`src/rtl/vga_pkg.sv`:
```
`timescale 1ns/1ps
`default_nettype none
// ============================================================================
// vga_pkg : shared constants and palette reset helper for the VGA scanout
// Rev 1.0 : initial release
// ============================================================================
package vga_pkg;

   localparam int H_VISIBLE      = 640;
   localparam int V_VISIBLE      = 480;
   localparam int FB_W           = 320;
   localparam int FB_H           = 240;
   localparam int WORDS_PER_LINE = FB_W / 4;
   localparam int PIPE_LAT       = 3;
   localparam int RGB_W          = 12;
   localparam int PAL_N          = 16;

   typedef logic [RGB_W-1:0] rgb444_t;

   // Grey ramp: entry i holds {i,i,i}.
   function automatic rgb444_t pal_reset_value(input logic [3:0] idx);
      return {idx, idx, idx};
   endfunction

endpackage
`default_nettype wire

```
`src/rtl/fb_palette.sv`:
```
`timescale 1ns/1ps
`default_nettype none
// ============================================================================
// fb_palette : 16x12 palette register file, one write port, async read port
// Rev 1.0 : initial release
// ============================================================================
module fb_palette
   import vga_pkg::*;
(
   input  logic             clk_25mhz,
   input  logic             resetn,
   input  logic             we,
   input  logic [3:0]       widx,
   input  logic [RGB_W-1:0] wdata,
   input  logic [3:0]       ridx,
   output logic [RGB_W-1:0] rdata
);

   logic [PAL_N*RGB_W-1:0] pal_flat;

   for (genvar i = 0; i < PAL_N; i++) begin : g_entry
      logic [RGB_W-1:0] ent_d;
      logic [RGB_W-1:0] ent_q;

      always_comb begin
         ent_d = ent_q;
         if (we && (widx == 4'(i))) begin
            ent_d = wdata;
         end
      end

      always_ff @(posedge clk_25mhz) begin
         if (!resetn) begin
            ent_q <= pal_reset_value(4'(i));
         end else begin
            ent_q <= ent_d;
         end
      end

      assign pal_flat[i*RGB_W +: RGB_W] = ent_q;
   end

   // Read sees the stored value, so a same-cycle write shows up one clock later.
   always_comb begin
      rdata = '0;
      for (int k = 0; k < PAL_N; k++) begin
         if (ridx == 4'(k)) begin
            rdata = pal_flat[k*RGB_W +: RGB_W];
         end
      end
   end

endmodule
`default_nettype wire

```
`src/rtl/spram_fb_scanout.sv`:
```
`timescale 1ns/1ps
`default_nettype none
// ============================================================================
// spram_fb_scanout : 320x240 4-bpp SPRAM framebuffer scanout, 2x doubled,
//                    palette-expanded to RGB444 with blanking-time host writes
// Rev 1.0 : initial release
// ============================================================================
module spram_fb_scanout #(
   parameter int FB_W           = vga_pkg::FB_W,
   parameter int FB_H           = vga_pkg::FB_H,
   parameter int WORDS_PER_LINE = vga_pkg::WORDS_PER_LINE,
   parameter int ADDR_W         = 15
) (
   input  logic                      clk_25mhz,
   input  logic                      resetn,
   input  logic [9:0]                hpos,
   input  logic [9:0]                vpos,
   input  logic                      hsync_in,
   input  logic                      vsync_in,
   input  logic                      display_valid,
   output logic [ADDR_W-1:0]         spram_addr,
   output logic [15:0]               spram_din,
   output logic                      spram_wren,
   input  logic [15:0]               spram_dout,
   input  logic                      wr_valid,
   output logic                      wr_ready,
   input  logic [ADDR_W-1:0]         wr_addr,
   input  logic [15:0]               wr_data,
   input  logic                      pal_we,
   input  logic [3:0]                pal_idx,
   input  logic [vga_pkg::RGB_W-1:0] pal_rgb,
   output logic [vga_pkg::RGB_W-1:0] rgb,
   output logic                      hsync_out,
   output logic                      vsync_out,
   output logic                      de_out
);

   import vga_pkg::*;

   logic [7:0]        row;
   logic [6:0]        col;
   logic [ADDR_W-1:0] rd_addr;

   logic [ADDR_W-1:0] spram_addr_d, spram_addr_q;
   logic [15:0]       spram_din_d,  spram_din_q;
   logic              spram_wren_d, spram_wren_q;

   logic [1:0]        s1_sel_d, s1_sel_q;
   logic              s1_de_d,  s1_de_q;
   logic              s1_hs_d,  s1_hs_q;
   logic              s1_vs_d,  s1_vs_q;

   logic [1:0]        s2_sel_d, s2_sel_q;
   logic              s2_de_d,  s2_de_q;
   logic              s2_hs_d,  s2_hs_q;
   logic              s2_vs_d,  s2_vs_q;

   logic [3:0]        nib;
   logic [RGB_W-1:0]  pal_rd;
   logic [RGB_W-1:0]  rgb_d, rgb_q;
   logic              de_out_d, de_out_q;
   logic              hsync_out_d, hsync_out_q;
   logic              vsync_out_d, vsync_out_q;

   // row*80 + col built from shifts: each source row doubles onto two screen lines.
   assign row     = vpos[8:1];
   assign col     = hpos[9:3];
   assign rd_addr = ADDR_W'({row, 6'b0}) + ADDR_W'({row, 4'b0}) + ADDR_W'(col);

   assign wr_ready = resetn & ~display_valid;

   always_comb begin
      spram_addr_d = spram_addr_q;
      spram_din_d  = spram_din_q;
      spram_wren_d = 1'b0;
      if (display_valid) begin
         spram_addr_d = rd_addr;
      end else if (wr_valid && wr_ready) begin
         spram_addr_d = wr_addr;
         spram_din_d  = wr_data;
         spram_wren_d = 1'b1;
      end

      s1_sel_d = hpos[2:1];
      s1_de_d  = display_valid;
      s1_hs_d  = hsync_in;
      s1_vs_d  = vsync_in;

      s2_sel_d = s1_sel_q;
      s2_de_d  = s1_de_q;
      s2_hs_d  = s1_hs_q;
      s2_vs_d  = s1_vs_q;
   end

   // Leftmost screen pixel lives in the low nibble.
   always_comb begin
      case (s2_sel_q)
         2'd0:    nib = spram_dout[3:0];
         2'd1:    nib = spram_dout[7:4];
         2'd2:    nib = spram_dout[11:8];
         default: nib = spram_dout[15:12];
      endcase
   end

   fb_palette u_palette (
      .clk_25mhz (clk_25mhz),
      .resetn    (resetn),
      .we        (pal_we),
      .widx      (pal_idx),
      .wdata     (pal_rgb),
      .ridx      (nib),
      .rdata     (pal_rd)
   );

   always_comb begin
      rgb_d       = s2_de_q ? pal_rd : '0;
      de_out_d    = s2_de_q;
      hsync_out_d = s2_hs_q;
      vsync_out_d = s2_vs_q;
   end

   always_ff @(posedge clk_25mhz) begin
      if (!resetn) begin
         spram_addr_q <= '0;
         spram_din_q  <= '0;
         spram_wren_q <= 1'b0;
         s1_sel_q     <= '0;
         s1_de_q      <= 1'b0;
         s1_hs_q      <= 1'b1;
         s1_vs_q      <= 1'b1;
         s2_sel_q     <= '0;
         s2_de_q      <= 1'b0;
         s2_hs_q      <= 1'b1;
         s2_vs_q      <= 1'b1;
         rgb_q        <= '0;
         de_out_q     <= 1'b0;
         hsync_out_q  <= 1'b1;
         vsync_out_q  <= 1'b1;
      end else begin
         spram_addr_q <= spram_addr_d;
         spram_din_q  <= spram_din_d;
         spram_wren_q <= spram_wren_d;
         s1_sel_q     <= s1_sel_d;
         s1_de_q      <= s1_de_d;
         s1_hs_q      <= s1_hs_d;
         s1_vs_q      <= s1_vs_d;
         s2_sel_q     <= s2_sel_d;
         s2_de_q      <= s2_de_d;
         s2_hs_q      <= s2_hs_d;
         s2_vs_q      <= s2_vs_d;
         rgb_q        <= rgb_d;
         de_out_q     <= de_out_d;
         hsync_out_q  <= hsync_out_d;
         vsync_out_q  <= vsync_out_d;
      end
   end

   assign spram_addr = spram_addr_q;
   assign spram_din  = spram_din_q;
   assign spram_wren = spram_wren_q;
   assign rgb        = rgb_q;
   assign de_out     = de_out_q;
   assign hsync_out  = hsync_out_q;
   assign vsync_out  = vsync_out_q;

   // Bits dropped by the 2x downscale and the geometry parameters fixed by the shift-add.
   logic unused_ok;
   assign unused_ok = ^{hpos[0], vpos[9], vpos[0],
                        1'(FB_W), 1'(FB_H), 1'(WORDS_PER_LINE)};

endmodule
`default_nettype wire
```
`config.mk`:
```
export PLATFORM = sky130hd
export DESIGN_NAME = spram_fb_scanout
export DESIGN_NICKNAME = d
export VERILOG_FILES = /design/src/rtl/vga_pkg.sv /design/src/rtl/fb_palette.sv /design/src/rtl/spram_fb_scanout.sv
export SDC_FILE = /design/constraint.sdc
export NUM_CORES = 1
export LEC_CHECK = 0
export BUFFER_PORTS_ARGS = -buffer_cell sky130_fd_sc_hd__buf_2
export CELL_PAD_IN_SITES_DETAIL_PLACEMENT = 1
export CELL_PAD_IN_SITES_GLOBAL_PLACEMENT = 1
export CORE_MARGIN = 3
export CORE_UTILIZATION = 45
export CTS_CLUSTER_SIZE = 20
export DETAILED_ROUTE_END_ITERATION = 16
export HOLD_SLACK_MARGIN = 0.02
export PLACE_DENSITY_LB_ADDON = 0.3
export SETUP_SLACK_MARGIN = 0.15
export SLEW_MARGIN = 10
export SYNTH_ARGS = -nofsm -noshare
export SYNTH_HDL_FRONTEND = slang
export SYNTH_HIERARCHICAL = 1
export SYNTH_SLANG_ARGS = --single-unit
export TNS_END_PERCENT = 20
```
`constraint.sdc`:
```
create_clock -name clk_25mhz -period 3.5 [get_ports clk_25mhz]
set_input_delay 0.175 -clock clk_25mhz [delete_from_list [all_inputs] [get_ports clk_25mhz]]
set_output_delay 0.175 -clock clk_25mhz [all_outputs]
set_load 0.005 [all_outputs]
```
==> results of run 1 <==
## final cells by class
type	count	area (sq um)	area share
Timing Repair Buffer	191	1220	0.0889
Clock buffer	42	875	0.0638
Sequential cell	249	4990	0.364
Multi-Input combinational cell	1046	6050	0.441
Clock inverter	8	92.6	0.00676
Inverter	18	70.1	0.00511
Tap cell	330	413	0.0301
## cell usage after synthesis, types with 15 or more instances
master / n / area, sq um
sky130_fd_sc_hd__nand2_1: 453 / 1700
sky130_fd_sc_hd__dfxtp_1: 249 / 4980
sky130_fd_sc_hd__nand3_1: 116 / 581
sky130_fd_sc_hd__a21boi_0: 87 / 653
sky130_fd_sc_hd__clkbuf_1: 73 / 274
sky130_fd_sc_hd__nor2_1: 46 / 173
sky130_fd_sc_hd__a21oi_1: 44 / 220
sky130_fd_sc_hd__buf_2: 40 / 200
sky130_fd_sc_hd__mux2i_1: 25 / 250
sky130_fd_sc_hd__o21ai_0: 23 / 115
sky130_fd_sc_hd__o21ai_1: 20 / 100
sky130_fd_sc_hd__mux4_2: 19 / 428
sky130_fd_sc_hd__nand2b_1: 17 / 106
sky130_fd_sc_hd__nor2b_1: 17 / 106
sky130_fd_sc_hd__ha_1: 15 / 188
## critical path, cell delays in order (launching register included)
cell and delay, ps:
sky130_fd_sc_hd__dfxtp_2 510, sky130_fd_sc_hd__mux4_4 910, sky130_fd_sc_hd__buf_4 270, sky130_fd_sc_hd__nor3b_1 280, sky130_fd_sc_hd__a21oi_1 100, sky130_fd_sc_hd__o2bb2ai_1 240, sky130_fd_sc_hd__a211oi_1 140, sky130_fd_sc_hd__a311oi_1 490
sky130_fd_sc_hd__and3_1 260
## what timing repair did
item                                    CTS  global route
endpoints found under the setup margin    1             1
resized for setup                         1             1
hold buffers                             35             0
cloned                                    3             0
hold endpoints to repair                 32             0
## routing by layer
layer / vias up / part of all wire / global-route usage
met5: - / 0 / 0
met4: 0 / 0.029 / 0.0904
met3: 89 / 0.080 / 0.0596
met2: 457 / 0.48 / 0.506
met1: 5651 / 0.41 / 0.396
li1: 5068 / - / -
## registers in the layout, indices dropped and copies added, names as in the netlist
register,cells
de_out_d,1
spram_din,16
vsync_out,1
u_palette/g_entry.ent_q,192
rgb,12
spram_wren,1
s1_sel_q,2
s1_hs_q,1
hsync_out_d,1
spram_addr,15
s1_de_q,1
s2_sel_q,2
s1_vs_q,1
s2_vs_q,1
hsync_out,1
de_out,1
## worst min-delay path by stage
stage	startpoint	end	slack (ps)	cells after the start
2_1_floorplan	hsync_in	s1_hs_q$_SDFF_PN1_	280	1
3_3_place_gp	hsync_in	s1_hs_q$_SDFF_PN1_	360	2
3_5_place_dp	hsync_in	s1_hs_q$_SDFF_PN1_	360	2
4_1_cts	wr_addr[0]	spram_addr[0]$_SDFFE_PN0P_	20	5
5_1_grt	wr_addr[0]	spram_addr[0]$_SDFFE_PN0P_	60	5
6_report	wr_addr[0]	spram_addr[0]$_SDFFE_PN0P_	40	5
## cells by family (layout without fill, tap and decap cells)
| kind of cell | Yosys count | count (layout) | share of synthesized area |
|---|---|---|---|
| fa+ha+maj | 17 | 17 | 0.0196 |
| simple gates | 701 | 701 | 0.263 |
| buf+inv | 141 | 259 | 0.0547 |
| xor+xnor | 3 | 3 | 0.00227 |
| mux | 56 | 59 | 0.0727 |
| flops | 249 | 249 | 0.430 |
| compound gates | 266 | 266 | 0.158 |
## power by group
| group | total (uW) | internal, uW | switching (uW) |
|---|---|---|---|
| clock network | 3080 | 1860 | 1220 |
| registers | 2950 | 2910 | 43.9 |
| logic | 955 | 357 | 597 |
## metrics by stage
| step | worst slack, ps | util | power (uW) |
|---|---|---|---|
| floorplan | 1110 | - | 3560 |
| global placement | 357 | 0.488 | 3850 |
| detailed placement | 268 | 0.488 | 3880 |
| CTS | 262 | 0.542 | 6980 |
| global route | 203 | 0.543 | 7200 |
| finish | 211 | 0.543 | 6990 |
==> results by group, run 1 <==
Worst setup path
  – Endpoint of the worst setup timing path: rgb[2]$_SDFF_PN0_
  – Maximum fanout count along the critical path: 14
  – R2R depth: 8
  – Crit Reg-Reg Startpoint: s2_sel_q[0]$_SDFF_PN0_
  – Worst setup slack for register-to-register paths: about 210 ps
  – FF-to-FF End: rgb[2]$_SDFF_PN0_
  – Arrival time worst endpoint: roughly 3800 ps
  – Launching instance or port of the critical path: s2_sel_q[0]$_SDFF_PN0_
  – Worst endpoint required time: between 3000 and 4000 ps
  – Category of the most critical setup path: flip-flop to flip-flop
  – CP startpoint kind: flip-flop
  – CP Capture Type: flip-flop

STA
  – Number of pins with negative max-slew slack in the final report: 0
  – Maximum clock rate: 304 MHz
  – Setup Viol. Count Final: 0
  – Final Critical Period: approximately 3300 ps
  – Worst-margin pin slew: 1310 ps
  – Setup TNS: 0 ps
  – Number of endpoints with negative hold slack in the final report: 0
  – Clock skew: 26.4 ps
  – Setup repair after global routing missed its margin: false
  – Worst hold slack: roughly 43 ps
  – Relative slew slack: 0.125
  – Final worst-path cycle share: 0.940

Global route
  – Total global-route track usage: 0.302
  – Number of global-route vias before repair: 11707
  – Antenna violations before repair: 0
  – Pin count of the biggest net entering global routing: 87
  – Global-route wire length before repair: 67100 microns
  – Overflow left after global routing: 0

Detailed routing
  – Detail Route Antenna Nets: 0
  – DR vias: about 11000
  – Total wire length: 43500 microns
  – Count of TritonRoute iterations in the first routing pass: 5
  – Detailed Route Iter0 Violations: 1127
  – Per-cell via count in the routed design: 5.98
  – Wire per inst: 23.1 microns
  – # DRC: 0

Synthesis
  – Number of register bits inferred by synthesis: 249
  – Post-Syn Nets: ~1500
  – Post-synth EDFFs: 0
  – Synth Cell Area: 11600 sq um
  – Number of unique standard cell types used by synthesis: 72
  – Synthesized instance count: roughly 1400
  – Synthesized area per cell: just over 8 sq um
  – Async set-or-reset flop fraction in the synthesized netlist: 0
  – Dominant synthesized flop cell: sky130_fd_sc_hd__dfxtp_1
  – Sequential fraction of the synthesis area: 0.430
  – Syn. warnings: 6

Run
  – Max_cap viols: 0

Placed design
  – Detailed placer's ending HPWL: 26200 microns
  – Post-DP Area: about 12000 sq um
  – Buffers added on ports: 134
  – Routability cong.: roughly 0.89
  – Cell total after placement: 1796

Die
  – Io pins: 138
  – Number of rows in the core area: 58
  – Die footprint: roughly 28000 sq um
  – Core Box Area: around 25000 sq um
  – Die X: roughly 170 microns
  – Initial standard-cell utilization of the core: 0.459
  – Die outline height: between 150 and 200 microns

Min path
  – Hold Path Class: input port to flip-flop

Cells and area
  – Fill cell instance count of the final layout: 3126
  – Area overhead of the layout relative to synthesis: 18.2%
  – Highest-count cells in the layout ignoring fill and taps: 453 x sky130_fd_sc_hd__nand2_1, 248 x sky130_fd_sc_hd__dfxtp_1, 133 x sky130_fd_sc_hd__buf_2
  – Share of cells above drive strength 1: 0.166
  – Final std cells w/o fill: 1884
  – Final layout net count: ~1600
  – Final Cell Area: about 14000 sq um
  – Antenna Cells: 0
  – Leading cell type in the layout, fill and taps excluded: sky130_fd_sc_hd__nand2_1

CTS
  – Number of clock sinks seen by CTS: 249
  – Number of buffers on the longest clock path: 3
  – Clock latency on the worst-skew pair: 550 ps
  – Number of setup buffers added after CTS: 0
  – TritonCTS clock tree: built
  – CTS H-tree lvls: 1
  – TritonCTS buffer count: 28
  – Master cell of the clock root buffer: sky130_fd_sc_hd__clkbuf_16
  – Clock slew at reported path FFs: 60 ps

Power and ir drop
  – Leakage component of the power: 0.00572 uW
  – Peak VDD IR: between 0.3 and 0.4 mV
  – PwrDens: 510 nW/um^2

Status
  – Outcome: finished clean
No activity file was read; power rests on OpenSTA's default activity.
==> run 2: changes to the inputs <==
clock period = 4.15 ns   (was 3.5 ns; I/O delays follow)
==> run 2 against run 1 <==
Effect of this change:
- final cell count decreased by 1.1%
- power shrank 17%
- sequential cell count unchanged
- worst hold slack worse by 11 ps
- critical path depth fell by 2
- via count down 3.0%
- register-to-register slack better by 640 ps
- highest routed layer unchanged
- non-clock buffer count shrank 16
==> results by group, run 2 (synthesized netlist as in run 1, its figures left out) <==
STA
  – Final worst-path cycle share: 0.794 (was 0.940)
  – Worst-margin pin slew: 1260 ps (was 1310 ps)
  – Maximum clock rate: 304 MHz (about the same)
  – Final Critical Period: 3290 ps (about the same)
  – Clock skew: 19.9 ps (was 26.4 ps)
  – Number of pins with negative max-slew slack in the final report: 0 (unchanged)
  – Number of endpoints with negative hold slack in the final report: 0 (unchanged)
  – Setup repair after global routing missed its margin: false (unchanged)
  – Setup TNS: 0 ps (unchanged)
  – Relative slew slack: 0.157 (was 0.125)
  – Setup Viol. Count Final: 0 (unchanged)

Global route
  – Global-route wire length before repair: 63900 microns (was 67100 microns)
  – Number of global-route vias before repair: 11246 (was 11707)
  – Pin count of the biggest net entering global routing: 117 (was 87)
  – Antenna violations before repair: 0 (unchanged)
  – Overflow left after global routing: 0 (unchanged)
  – Total global-route track usage: 0.286 (was 0.302)

Detailed routing
  – Total wire length: 41200 microns (was 43500 microns)
  – Detailed Route Iter0 Violations: 1063 (was 1127)
  – Per-cell via count in the routed design: 5.87 (was 5.98)
  – Detail Route Antenna Nets: 0 (unchanged)
  – DR vias: 10931 (was 11265)
  – Wire per inst: 22.1 microns (was 23.1 microns)
  – Count of TritonRoute iterations in the first routing pass: 6 (was 5)
  – # DRC: 0 (unchanged)

CTS
  – Number of clock sinks seen by CTS: 249 (unchanged)
  – Clock latency on the worst-skew pair: 550 ps (about the same)
  – CTS H-tree lvls: 1 (unchanged)
  – Resize count post-CTS: 0 (was 1)
  – Quantity of hold-fixing buffers added after cts: 30 (was 35)
  – TritonCTS clock tree: built (unchanged)
  – TritonCTS buffer count: 28 (unchanged)
  – Number of setup buffers added after CTS: 0 (unchanged)
  – Clock slew at reported path FFs: 60 ps (about the same)
  – Number of buffers on the longest clock path: 3 (unchanged)
  – Master cell of the clock root buffer: sky130_fd_sc_hd__clkbuf_16 (unchanged)

Worst setup path
  – Maximum fanout count along the critical path: 61 (was 14)
  – Arrival time worst endpoint: 3720 ps (was 3760 ps)
  – Category of the most critical setup path: flip-flop to flip-flop (unchanged)
  – CP startpoint kind: flip-flop (unchanged)
  – Worst endpoint required time: 4570 ps (was 3970 ps)
  – CP Capture Type: flip-flop (unchanged)

Power and ir drop
  – Clock share of power: 0.441 (was 0.440)
  – Peak VDD IR: 0.292 mV (was 0.376 mV)
  – Share of power burned in combinational logic: 0.131 (was 0.137)
  – Switching power of the nets: 1520 uW (was 1860 uW)
  – PwrDens: 433 nW/um^2 (was 510 nW/um^2)
  – Internal power summed over all cells: 4300 uW (was 5130 uW)
  – Switching share of power: 0.261 (was 0.266)
  – Relative contribution of sequential cells to total power: 0.427 (was 0.423)
  – Leakage component of the power: 0.00561 uW (was 0.00572 uW)

Placed design
  – Routability cong.: 0.856 (was 0.894)
  – Cell total after placement: 1785 (was 1796)
  – Buffers added on ports: 134 (unchanged)
  – Detailed placer's ending HPWL: 25400 microns (was 26200 microns)

Min path
  – Hold Path Class: input port to flip-flop (unchanged)

Cells and area
  – Area occupied by registers: 4980 sq um (was 4990 sq um)
  – Antenna Cells: 0 (unchanged)
  – Leading cell type in the layout, fill and taps excluded: sky130_fd_sc_hd__nand2_1 (unchanged)
  – Area overhead of the layout relative to synthesis: 16.2% (was 18.2%)
  – Flip-flop count of the largest register, all copies and words added: 192 (unchanged)
  – Highest-count cells in the layout ignoring fill and taps: 453 x sky130_fd_sc_hd__nand2_1, 249 x sky130_fd_sc_hd__dfxtp_1, 133 x sky130_fd_sc_hd__buf_2 (was 453 x sky130_fd_sc_hd__nand2_1, 248 x sky130_fd_sc_hd__dfxtp_1, 133 x sky130_fd_sc_hd__buf_2)
  – Area occupied by multi-input gates: 5980 sq um (was 6050 sq um)
  – Top reg by flops: u_palette/g_entry.ent_q (unchanged)
  – Fill cell instance count of the final layout: 3056 (was 3126)
  – Final std cells w/o fill: 1863 (was 1884)
  – Share of cells above drive strength 1: 0.155 (was 0.166)
  – Final layout net count: 1622 (was 1641)

Die
  – Die outline height: 167 microns (unchanged)
  – Io pins: 138 (unchanged)
  – Initial standard-cell utilization of the core: 0.459 (unchanged)
  – Number of rows in the core area: 58 (unchanged)
  – Die X: 167 microns (unchanged)
  – Die footprint: 27700 sq um (unchanged)
  – Core Box Area: 25300 sq um (unchanged)

Run
  – Max_cap viols: 0 (unchanged)

Status
  – Outcome: finished clean (unchanged)
[run 2: changes by cell type in the layout (fill, tap and decap cells not counted)]
cell                            before  now
sky130_fd_sc_hd__nor2b_1            16   17
sky130_fd_sc_hd__mux4_2             20   17
sky130_fd_sc_hd__buf_12              2    1
sky130_fd_sc_hd__dlygate4sd3_1      35   30
sky130_fd_sc_hd__clkinv_2            5    0
sky130_fd_sc_hd__buf_4              20   10
sky130_fd_sc_hd__nor2b_2             1    0
sky130_fd_sc_hd__dfxtp_1           248  249
sky130_fd_sc_hd__dfxtp_2             1    0
sky130_fd_sc_hd__clkbuf_1            3    6
[run 2: layer usage]
layer,routed length [microns],vias to the layer above,global-route usage
met2,19300,423,0.478
met1,17400,5397,0.377
met4,1680,0,0.100
met3,2870,99,0.0484
met5,0,-,0
li1,-,5012,-
[run 2: path summary, 6_finish.rpt]
kind,start,end,slack [ps],cells past startpoint
hold / removal,wr_addr[6],spram_addr[6]$_SDFFE_PN0P_,30,5
setup reg to reg,s2_sel_q[0]$_SDFF_PN0_,rgb[7]$_SDFF_PN0_,860,6
setup / recovery,s2_sel_q[0]$_SDFF_PN0_,rgb[7]$_SDFF_PN0_,860,6
hold reg to reg,hsync_out_d$_SDFF_PN1_,hsync_out$_SDFF_PN1_,410,1
[run 2: power groups by stage]
stage	clock network, uW	registers (uW)	logic, uW
2_1_floorplan	0	2530	472
3_3_place_gp	0	2540	697
3_5_place_dp	0	2540	714
4_1_cts	2600	2490	751
5_1_grt	2710	2500	822
6_report	2570	2490	766
[run 2: per-stage QoR]
stage               cell area [sq um]  power [uW]   util  setup WS [ps]  hold WS [ps]
floorplan                       11600        3010      -           1760           309
global placement                12200        3230  0.484            906           390
detailed placement              12200        3250  0.484            873           395
CTS                             13500        5840  0.533            861          21.9
global route                    13500        6020  0.533            770          71.5
finish                          13500        5830  0.533            855          32.2
[run 2: final cells by class]
class                   count  share of cell area
repair buffers            175              0.0796
flip-flops and latches    249               0.370
clock inverters             3             0.00502
multi-input cells        1043               0.444
well taps                 330              0.0306
inverters                  18             0.00520
clock buffers              45              0.0658
[run 2: worst max-delay path, stage by stage, from the launching register on]
cell and delay [ps]:
sky130_fd_sc_hd__dfxtp_1 460, sky130_fd_sc_hd__mux4_4 1100, sky130_fd_sc_hd__buf_4 340, sky130_fd_sc_hd__buf_4 190, sky130_fd_sc_hd__mux4_2 350, sky130_fd_sc_hd__mux4_2 520, sky130_fd_sc_hd__and3_1 200
==> run 3: changes to the inputs <==
CORE_UTILIZATION = 44   (was 45)
clock period = 3.45 ns   (was 4.15 ns; I/O delays follow)
==> run 3 against run 2 <==
Effect of this change:
- combinational power grew 24%
- first-iteration DRC count is the same
- setup slack lost 500 ps
- highest routed layer unchanged
- via count grew 1.8%
- final area grew 2.7%
- sequential power grew 20%
- final cell count grew 1.3%
- non-clock buffer count grew 21
==> results by group, run 3 (synthesized netlist as in run 1, its figures left out) <==
Status
  – Outcome: finished clean (unchanged)

Die
  – Io pins: 138 (unchanged)
  – Die footprint: 28300 sq um (was 27700 sq um)
  – Die outline height: 168 microns (was 167 microns)
  – Die X: 168 microns (was 167 microns)
  – Initial standard-cell utilization of the core: 0.454 (was 0.459)
  – Core Box Area: 25500 sq um (was 25300 sq um)
  – Number of rows in the core area: 58 (unchanged)

Cells and area
  – Fill cell instance count of the final layout: 3078 (was 3056)
  – Highest-count cells in the layout ignoring fill and taps: 453 x sky130_fd_sc_hd__nand2_1, 248 x sky130_fd_sc_hd__dfxtp_1, 133 x sky130_fd_sc_hd__buf_2 (was 453 x sky130_fd_sc_hd__nand2_1, 249 x sky130_fd_sc_hd__dfxtp_1, 133 x sky130_fd_sc_hd__buf_2)
  – Final std cells w/o fill: 1888 (was 1863)
  – Leading cell type in the layout, fill and taps excluded: sky130_fd_sc_hd__nand2_1 (unchanged)
  – Top reg by flops: u_palette/g_entry.ent_q (unchanged)
  – Final design utilization: 0.542 (was 0.533)
  – Final layout net count: 1644 (was 1622)
  – Share of cells above drive strength 1: 0.166 (was 0.155)
  – Area occupied by registers: 4990 sq um (was 4980 sq um)
  – Area occupied by multi-input gates: 6000 sq um (was 5980 sq um)
  – Antenna Cells: 0 (unchanged)
  – Flip-flop count of the largest register, all copies and words added: 192 (unchanged)
  – Final Cell Area: 13800 sq um (was 13500 sq um)
  – Area overhead of the layout relative to synthesis: 19.4% (was 16.2%)

STA
  – Setup repair after global routing missed its margin: false (unchanged)
  – Final worst-path cycle share: 0.896 (was 0.794)
  – Final Critical Period: 3090 ps (was 3290 ps)
  – Relative slew slack: 0.194 (was 0.157)
  – Number of pins with negative max-slew slack in the final report: 0 (unchanged)
  – Setup Viol. Count Final: 0 (unchanged)
  – Number of endpoints with negative hold slack in the final report: 0 (unchanged)
  – Clock skew: 11.7 ps (was 19.9 ps)
  – Setup TNS: 0 ps (unchanged)
  – Worst-margin pin slew: 1200 ps (was 1260 ps)
  – Maximum clock rate: 323 MHz (was 304 MHz)

Worst setup path
  – CP startpoint kind: flip-flop (unchanged)
  – List of cells traversed by the critical path: mux4_4 > buf_12 > nand2b_1 > nor2_1 > o21ai_0 > nand4_1 > a221o_1 > and3_1 (was mux4_4 > buf_4 > buf_4 > mux4_2 > mux4_2 > and3_1)
  – Largest delay contributor family on the critical path: multiplexers (unchanged)
  – CP Capture Type: flip-flop (unchanged)
  – Worst endpoint required time: 3880 ps (was 4570 ps)
  – Category of the most critical setup path: flip-flop to flip-flop (unchanged)
  – Crit path buf inv count: 1 (was 2)
  – Maximum fanout count along the critical path: 46 (was 61)
  – Critical-path cell with the highest stage delay: sky130_fd_sc_hd__mux4_4 (unchanged)
  – Largest incremental delay on the critical path: 920 ps (was 1100 ps)
  – Arrival time worst endpoint: 3520 ps (was 3720 ps)

Detailed routing
  – DR vias: 11131 (was 10931)
  – # DRC: 0 (unchanged)
  – Detail Route Antenna Nets: 0 (unchanged)
  – Per-cell via count in the routed design: 5.90 (was 5.87)
  – Detailed Route Iter0 Violations: 1063 (unchanged)
  – Wire per inst: 22.7 microns (was 22.1 microns)
  – Count of TritonRoute iterations in the first routing pass: 5 (was 6)
  – Total wire length: 42900 microns (was 41200 microns)

CTS
  – Number of clock sinks seen by CTS: 249 (unchanged)
  – TritonCTS buffer count: 28 (unchanged)
  – Number of buffers on the longest clock path: 3 (unchanged)
  – TritonCTS clock tree: built (unchanged)
  – CTS H-tree lvls: 1 (unchanged)
  – Master cell of the clock root buffer: sky130_fd_sc_hd__clkbuf_16 (unchanged)
  – Number of setup buffers added after CTS: 0 (unchanged)
  – Clock latency on the worst-skew pair: 540 ps (was 550 ps)
  – Clock slew at reported path FFs: 60 ps (about the same)

Power and ir drop
  – Leakage component of the power: 0.00580 uW (was 0.00561 uW)
  – PwrDens: 540 nW/um^2 (was 433 nW/um^2)
  – Peak VDD IR: 0.388 mV (was 0.292 mV)

Global route
  – Global-route wire length before repair: 64800 microns (was 63900 microns)
  – Pin count of the biggest net entering global routing: 108 (was 117)
  – Number of global-route vias before repair: 11360 (was 11246)
  – Overflow left after global routing: 0 (unchanged)
  – Antenna violations before repair: 0 (unchanged)
  – Total global-route track usage: 0.288 (was 0.286)

Placed design
  – Detailed placer's ending HPWL: 26300 microns (was 25400 microns)
  – Cell total after placement: 1797 (was 1785)
  – Buffers added on ports: 134 (unchanged)
  – Routability cong.: 0.922 (was 0.856)
  – Post-DP Area: 12300 sq um (was 12200 sq um)

Min path
  – Hold Path Class: input port to flip-flop (unchanged)

Run
  – Max_cap viols: 0 (unchanged)
## run 3: changes by cell type in the layout (fill, tap and decap cells not counted), moves of 2 or more
cell,delta
sky130_fd_sc_hd__buf_4,+11
sky130_fd_sc_hd__bufinv_16,+6
sky130_fd_sc_hd__clkbuf_1,-5
sky130_fd_sc_hd__clkbuf_8,-2
sky130_fd_sc_hd__clkinv_2,+5
sky130_fd_sc_hd__dlygate4sd3_1,+9
## run 3: where the power goes
group	total (uW)	switching, uW	leakage [uW]	internal [uW]
logic	951	591	0.00322	360
clock network	3520	1240	0.000549	2290
registers	3000	44.3	0.00202	2950
## run 3: cell type report
type / instances / area share
inverter: 18 / 0.00506
clock inverter: 13 / 0.0192
multi-input combinational: 1044 / 0.434
clock buffer: 38 / 0.0607
timing repair buffer: 196 / 0.0914
tap: 330 / 0.0298
sequential: 249 / 0.360
## run 3: worst min-delay path, cell delays in order
cell and delay, ps:
sky130_fd_sc_hd__buf_2 80, sky130_fd_sc_hd__mux2i_1 60, sky130_fd_sc_hd__nor2_1 90, sky130_fd_sc_hd__a21oi_1 50
sky130_fd_sc_hd__nor2_1 70
## run 3: what timing repair did
| action | in CTS | in global routing |
|---|---|---|
| gates resized for setup | 0 | 1 |
| endpoints found under the setup margin | 0 | 1 |
| hold endpoints to repair | 55 | 0 |
| hold buffers | 39 | 0 |
## run 3: final timing paths
path	start	to	slack (ps)	cells after the start
setup / recovery	s2_sel_q[0]$_SDFF_PN0_	rgb[8]$_SDFF_PN0_	360	8
hold reg to reg	hsync_out_d$_SDFF_PN1_	hsync_out$_SDFF_PN1_	410	1
setup reg to reg	s2_sel_q[0]$_SDFF_PN0_	rgb[8]$_SDFF_PN0_	360	8
hold / removal	wr_addr[0]	spram_addr[0]$_SDFFE_PN0P_	20	5
## run 3: per-stage QoR
step                      hold slack [ps]  setup WS, ps  power (uW)
after floorplan                       274          1060        3620
after global routing                 71.3           259        7710
after detailed placement              358           352        3930
after CTS                            27.1           345        7490
final                                17.6           357        7470
after global placement                356           448        3900
## run 3: layer usage
layer / GRT usage / vias up / share of wire
met5: 0 / - / 0
li1: - / 5066 / -
met2: 0.487 / 460 / 0.47
met3: 0.0409 / 87 / 0.072
met1: 0.386 / 5518 / 0.42
met4: 0.0843 / 0 / 0.029
